File: config.mk
export PLATFORM = sky130hd
export DESIGN_NAME = rv32m_muldiv_sequencer
export DESIGN_NICKNAME = d
export VERILOG_FILES = /design/src/rtl/rv32m_muldiv_sequencer.sv
export SDC_FILE = /design/constraint.sdc
export NUM_CORES = 1
export LEC_CHECK = 0
export CAP_MARGIN = 25
export CORE_MARGIN = 3
export CORE_UTILIZATION = 25
export CTS_BUF_LIST = sky130_fd_sc_hd__clkbuf_8
export DETAILED_ROUTE_END_ITERATION = 8
export GPL_TIMING_DRIVEN = 0
export SYNTH_ARGS = -nofsm -noshare
export SYNTH_HDL_FRONTEND = slang
export SYNTH_SLANG_ARGS = --single-unit
File: constraint.sdc
create_clock -name CLK -period 3.7 [get_ports CLK]
set_input_delay 0.74 -clock CLK [delete_from_list [all_inputs] [get_ports CLK]]
set_output_delay 0.74 -clock CLK [all_outputs]
set_load 0.02 [all_outputs]
File: src/rtl/rv32m_muldiv_sequencer.sv
// Sequences RV32M multiply/divide ops onto external unsigned mul/div units:
// operand magnitudes, sign fix-up, divide special cases and a one-entry result cache.
module rv32m_muldiv_sequencer (
  input  logic        CLK,
  input  logic        nRST,
  input  logic        start,
  input  logic        mul,
  input  logic        div,
  input  logic        rem,
  input  logic        usign_usign,
  input  logic        sign_sign,
  input  logic        sign_usign,
  input  logic        lower_word,
  input  logic        kill,
  input  logic [31:0] rs1_data,
  input  logic [31:0] rs2_data,
  output logic        mul_start,
  output logic [31:0] mul_a,
  output logic [31:0] mul_b,
  input  logic        mul_done,
  input  logic [63:0] mul_product,
  output logic        div_start,
  output logic [31:0] div_a,
  output logic [31:0] div_b,
  input  logic        div_done,
  input  logic [31:0] div_quotient,
  input  logic [31:0] div_remainder,
  output logic        busy,
  output logic        done,
  output logic [31:0] result
);

  typedef enum logic [2:0] {IDLE, MUL_WAIT, DIV_WAIT, SIGNFIX, DONE, DRAIN} state_t;
  state_t state_reg, state_next;

  // Operand decode: index 0 is rs1, index 1 is rs2.
  logic [31:0] op_data [2];
  logic [31:0] op_mag  [2];
  logic [1:0]  op_signed;
  logic [1:0]  op_neg;

  assign op_data[0]   = rs1_data;
  assign op_data[1]   = rs2_data;
  assign op_signed[0] = ~usign_usign & (sign_sign | sign_usign);
  assign op_signed[1] = ~usign_usign & sign_sign;

  genvar gi;
  generate
    for (gi = 0; gi < 2; gi++) begin : g_operand
      assign op_neg[gi] = op_signed[gi] & op_data[gi][31];
      assign op_mag[gi] = op_neg[gi] ? (~op_data[gi] + 32'd1) : op_data[gi];
    end
  endgenerate

  logic        neg_xor_reg, neg_rs1_reg, is_div_reg, sel_lo_reg;
  logic [1:0]  key_sgn_reg;
  logic [31:0] key_rs1_reg, key_rs2_reg;
  logic [63:0] raw_reg;
  logic [31:0] result_reg;
  logic [31:0] mul_a_reg, mul_b_reg, div_a_reg, div_b_reg;
  logic        mul_start_reg, div_start_reg;
  logic        cache_valid_reg, cache_div_reg;
  logic [1:0]  cache_sgn_reg;
  logic [31:0] cache_rs1_reg, cache_rs2_reg;
  logic [63:0] cache_val_reg;

  logic        accept, div_by_zero, div_ovf, bypass, cache_hit, sel_lo;
  logic [31:0] bypass_value, hit_value;

  assign accept      = (state_reg == IDLE) && start && !kill && (mul ^ div);
  assign div_by_zero = div && (rs2_data == 32'd0);
  assign div_ovf     = div && sign_sign && (rs1_data == 32'h8000_0000) && (rs2_data == 32'hFFFF_FFFF);
  assign bypass      = div_by_zero || div_ovf;
  assign cache_hit   = cache_valid_reg && (cache_div_reg == div) && (cache_sgn_reg == op_signed)
                    && (cache_rs1_reg == rs1_data) && (cache_rs2_reg == rs2_data);
  // Low half holds the low product word for mul and the remainder for div.
  assign sel_lo       = div ? rem : lower_word;
  assign bypass_value = div_by_zero ? (rem ? rs1_data : 32'hFFFF_FFFF)
                                    : (rem ? 32'd0 : 32'h8000_0000);
  assign hit_value    = sel_lo ? cache_val_reg[31:0] : cache_val_reg[63:32];

  logic [31:0] fix_q, fix_r, fix_result;
  logic [63:0] fix_value;

  assign fix_q      = neg_xor_reg ? (~raw_reg[63:32] + 32'd1) : raw_reg[63:32];
  assign fix_r      = neg_rs1_reg ? (~raw_reg[31:0] + 32'd1) : raw_reg[31:0];
  assign fix_value  = is_div_reg ? {fix_q, fix_r}
                                 : (neg_xor_reg ? (~raw_reg + 64'd1) : raw_reg);
  assign fix_result = sel_lo_reg ? fix_value[31:0] : fix_value[63:32];

  always_ff @(posedge CLK) begin
    if (!nRST) state_reg <= IDLE;
    else       state_reg <= state_next;
  end

  always_comb begin
    state_next = state_reg;
    case (state_reg)
      IDLE: begin
        if (accept) begin
          if (bypass || cache_hit) state_next = DONE;
          else if (div)            state_next = DIV_WAIT;
          else                     state_next = MUL_WAIT;
        end
      end
      // A kill coinciding with the completion pulse has nothing left to drain.
      MUL_WAIT: begin
        if (kill)          state_next = mul_done ? IDLE : DRAIN;
        else if (mul_done) state_next = SIGNFIX;
      end
      DIV_WAIT: begin
        if (kill)          state_next = div_done ? IDLE : DRAIN;
        else if (div_done) state_next = SIGNFIX;
      end
      SIGNFIX: state_next = kill ? IDLE : DONE;
      DONE:    state_next = IDLE;
      DRAIN: begin
        if (is_div_reg ? div_done : mul_done) state_next = IDLE;
      end
      default: state_next = IDLE;
    endcase
  end

  always_ff @(posedge CLK) begin
    if (!nRST) begin
      neg_xor_reg     <= 1'b0;
      neg_rs1_reg     <= 1'b0;
      is_div_reg      <= 1'b0;
      sel_lo_reg      <= 1'b0;
      key_sgn_reg     <= 2'b00;
      key_rs1_reg     <= 32'd0;
      key_rs2_reg     <= 32'd0;
      raw_reg         <= 64'd0;
      result_reg      <= 32'd0;
      mul_a_reg       <= 32'd0;
      mul_b_reg       <= 32'd0;
      div_a_reg       <= 32'd0;
      div_b_reg       <= 32'd0;
      mul_start_reg   <= 1'b0;
      div_start_reg   <= 1'b0;
      cache_valid_reg <= 1'b0;
      cache_div_reg   <= 1'b0;
      cache_sgn_reg   <= 2'b00;
      cache_rs1_reg   <= 32'd0;
      cache_rs2_reg   <= 32'd0;
      cache_val_reg   <= 64'd0;
    end else begin
      mul_start_reg <= 1'b0;
      div_start_reg <= 1'b0;
      if (accept) begin
        neg_xor_reg <= op_neg[0] ^ op_neg[1];
        neg_rs1_reg <= op_neg[0];
        is_div_reg  <= div;
        sel_lo_reg  <= sel_lo;
        key_sgn_reg <= op_signed;
        key_rs1_reg <= rs1_data;
        key_rs2_reg <= rs2_data;
        if (bypass) begin
          result_reg <= bypass_value;
        end else if (cache_hit) begin
          result_reg <= hit_value;
        end else if (div) begin
          div_start_reg <= 1'b1;
          div_a_reg     <= op_mag[0];
          div_b_reg     <= op_mag[1];
        end else begin
          mul_start_reg <= 1'b1;
          mul_a_reg     <= op_mag[0];
          mul_b_reg     <= op_mag[1];
        end
      end
      if (state_reg == MUL_WAIT && mul_done && !kill) raw_reg <= mul_product;
      if (state_reg == DIV_WAIT && div_done && !kill) raw_reg <= {div_quotient, div_remainder};
      if (state_reg == SIGNFIX && !kill) begin
        result_reg      <= fix_result;
        cache_valid_reg <= 1'b1;
        cache_div_reg   <= is_div_reg;
        cache_sgn_reg   <= key_sgn_reg;
        cache_rs1_reg   <= key_rs1_reg;
        cache_rs2_reg   <= key_rs2_reg;
        cache_val_reg   <= fix_value;
      end
      if (kill && state_reg != IDLE) cache_valid_reg <= 1'b0;
    end
  end

  assign mul_start = mul_start_reg;
  assign div_start = div_start_reg;
  assign mul_a     = mul_a_reg;
  assign mul_b     = mul_b_reg;
  assign div_a     = div_a_reg;
  assign div_b     = div_b_reg;
  assign result    = result_reg;
  assign busy      = (state_reg != IDLE);
  assign done      = (state_reg == DONE) && !kill;

endmodule

==> impl_results.md <==
- Crit Path Category: input port to flop
- Post-synth top flop: dfxtp_1
- Synth warnings: 0
- Worst skew pair latency: 0.71 ns
- DRC viols: 0
- Global route overflow: 0
- Netlist cell types: 75
- Core area: 0.0840 mm²
- Hold Crit Class: input port to flop
- Min Tclk post-route: 3.68 ns
- Yosys top cell area share: 40.6%
- Max H-tree Level: 3
- Seq cells post-synth: 431
- Startpoint types: input port
- Drt first pass iters: 5
- Vias per cell: ~5.0
- Switching power: about 3.6 mW
- Post-synthesis async set-or-reset flop share: 0%
- Maximum vdd ir drop: 0.205 mV
- Num CTS Buffers: 80
- WHS Path Cells: 3
- Clk pwr share: 44.0%
- Final hold vios: 0
- Int Pwr: about 8.5 mW
- WP data arrival: 4.29 ns
- Detailed Place HPWL: ~75000 µm
- Layout cells sized above 1: under 10%
- Worst reg2reg path depth: 8
- WHS Endpoint: key_rs2_reg[18]
- Setup_tns: 0 ns
- Drt total wl: 95300 µm
- GRT Overall Usage: about a fifth
- Max Cap Violations: 0
- Layout area overhead: 31.9%
- Dpl cells: 4108
- DRT iter0 DRCs: 1625
- Filler Cell Count: 8977
- CTS tree: yes
- Initial antenna violation count: 9
- Clock sink count: 431
- Synth area leader: dfxtp_1
- Reg2reg end: result[19]
- Clock slew at reported path FFs: 0.06 ns
- Worst Tran Pin Value: 0.937 ns
- IO buf count: roughly 340
- Std cell rows: approximately 110
- Fmax: 271 MHz
- Syn nets: 2845
- Vias: about 21k
- Final Skew: 0.0523 ns
- Die outline width: roughly 300 µm
- Die Ht: ~300 µm
- Final worst-path cycle share: 99.6%
- Share of power burned in registers: 40.2%
- CTS root buf: clkbuf_8
- P_leak: between 9 and 10 nW
- Synth top area cells: dfxtp_1 41%, mux2i_1 8.1%, nand2_1 7.1%, a21oi_1 4.7%, nor2_1 4.6%
- Final ANT Viol Nets: 0
- CP required: between 4 and 5 ns
- Mean post-synth cell area: 8.07 µm²
- Crit-path slowest cell: clkdlybuf4s50_1
- Slew Viols, Final: 0
- Cells after Synth: 2635
- Pin count of the biggest net entering global routing: 13
- Post-Synthesis Cell Area: ~0.021 mm²
- Wire per inst: 22.4 µm
- Critical path fanouts, max: 10
- Clk buf depth: 3
- Post-synth EDFFs: 0
- Outcome: finished, final reports clean
- Switching portion of total power: between 20% and 30%
- Non-Filler Instances: around 4.3k
- Slowest stage delay, CP: 0.59 ns
- Initial core utilization: 25.3%
- Worst Min Path Start: rs2_data[18]
- IO Count: 369
- Unrepaired setup endpoints after global routing: false
- Worst r2r src: raw_reg[2]
- Die Area: 0.0886 mm²
- R2R Setup Slk: 0.26 ns
- Critical Path End Type: flop
- CP cell instances: clkdlybuf4s50_1 -> or4_4 -> or3_4 -> or4_1 -> buf_2 -> clkbuf_1 -> o221ai_1 -> o2111ai_1 -> o22ai_1
- Number of global-route vias before repair: ~20k
- Worst slew margin: 37.5%
- Pwr Density: 431 mW/mm²
- Final setup vio count: 0
- Register area share after synthesis: 40.6%
- Nets: 3272
- First-pass GRT wire length: 137000 µm
- Gate power share: roughly 16%
- Placer Congestion: 0.945
==> cell usage in the layout, fill, tap and decap left out, types with 8 or more instances in the layout <==
cell,n
a211oi_1,109
a21oi_1,200
buf_2,17
buf_4,10
bufinv_16,8
clkbuf_1,185
clkbuf_8,103
clkdlybuf4s50_1,329
clkinv_2,8
dfxtp_1,431
inv_1,40
mux2i_1,173
nand2_1,402
nand2b_1,25
nand3_1,89
nand4_1,20
nor2_1,263
nor2b_1,56
nor3_1,41
nor4_1,43
o21ai_0,138
o22ai_1,34
o31ai_1,32
o41ai_1,12
or3_1,10
or4_1,13
xnor2_1,64
xor2_1,101
==> metrics by stage <==
stage	power (mW)	hold slack (ns)	utilization, %	cell area [µm²]	worst slack, ns
global route	12.5	0.309	33.4	28000	0.0347
global placement	6.84	0.438	31.0	26000	-1.47
floorplan	5.99	0.431	-	21300	0.379
finish	12.1	0.332	33.4	28000	0.0156
CTS	12.2	0.268	33.4	28000	0.0124
detailed placement	6.85	0.441	31.1	26100	-1.45
==> layout make-up <==
class | instances | area, µm² | share of cell area, %
clock inverter | 36 | 404 | 1.44
sequential | 431 | 8630 | 30.8
clock buffer | 103 | 1420 | 5.06
inverter | 29 | 111 | 0.397
buffer | 221 | 913 | 3.26
multi-input combinational | 1954 | 11700 | 41.7
timing repair buffer | 345 | 3450 | 12.3
antenna | 3 | 7.51 | 0.0268
tap | 1134 | 1420 | 5.06
==> worst max-delay path, delay by kind of cell <==
kind	cells	cell delay, ns
buffers and inverters	3	1.18
AND/OR/NAND/NOR	3	1.49
AO/OA/AOI/OAI	3	0.85
==> cell families after synthesis <==
kind of cell	synth area share [%]
AOI/OAI and AO/OA	17.4
xor gates and xnor gates	6.80
adders and majority gates	0.294
buffers and inverters	4.77
DFF	40.6
muxes	8.25
and+or+nand+nor	21.8
==> cell usage after synthesis, drive strengths merged (6+ instances only) <==
library cell and n:
dfxtp 431, nand2 403, nor2 264, a21oi 200, clkbuf 190, mux2i 173, o21ai 140, a211oi 109
xor2 101, nand3 89, xnor2 64, nor2b 56, nor4 46, nor3 41, o22ai 34, o31ai 33
buf 31, inv 29, nand2b 25, nand4 20, or4 19, o41ai 15, or3 13, a2111oi 7
a31oi 7, and2 7, and3 7, o221ai 7, nor4b 6, or2 6
==> layer usage <==
layer	global-route usage [%]	up-vias	wire, µm
li1	-	10100	-
met4	7.05	6	2980
met2	35.0	858	45600
met3	5.33	159	8280
met5	0	-	41
met1	25.0	10100	38400
==> worst max path at each step <==
stage | from | to | slack, ns | depth (start not counted)
2_1_floorplan | rs1_data[6] | result[10] | 0.38 | 10
3_3_place_gp | rs2_data[0] | div_a[30] | -1.47 | 13
3_5_place_dp | rs2_data[0] | div_a[30] | -1.45 | 13
4_1_cts | rs1_data[1] | mul_a[0] | 0.01 | 15
5_1_grt | rs1_data[1] | mul_a[0] | 0.03 | 15
6_report | rs2_data[20] | result[25] | 0.02 | 9
==> what timing repair did <==
action,in CTS,in global routing
pin swaps,4,1
buffers inserted,6,0
hold buffers,0,0
cloned,0,0
endpoints found under the setup margin,165,83
gates resized for setup,19,7
==> power groups by stage <==
stage | Clock, mW | Combinational, mW | Sequential, mW
after global placement | 0 | 1.88 | 4.96
after floorplan | 0 | 1.02 | 4.97
after CTS | 5.42 | 1.91 | 4.86
after detailed placement | 0 | 1.90 | 4.96
final | 5.31 | 1.92 | 4.86
after global routing | 5.62 | 2.06 | 4.87
Note: power is estimated with default switching activity, not from simulation.
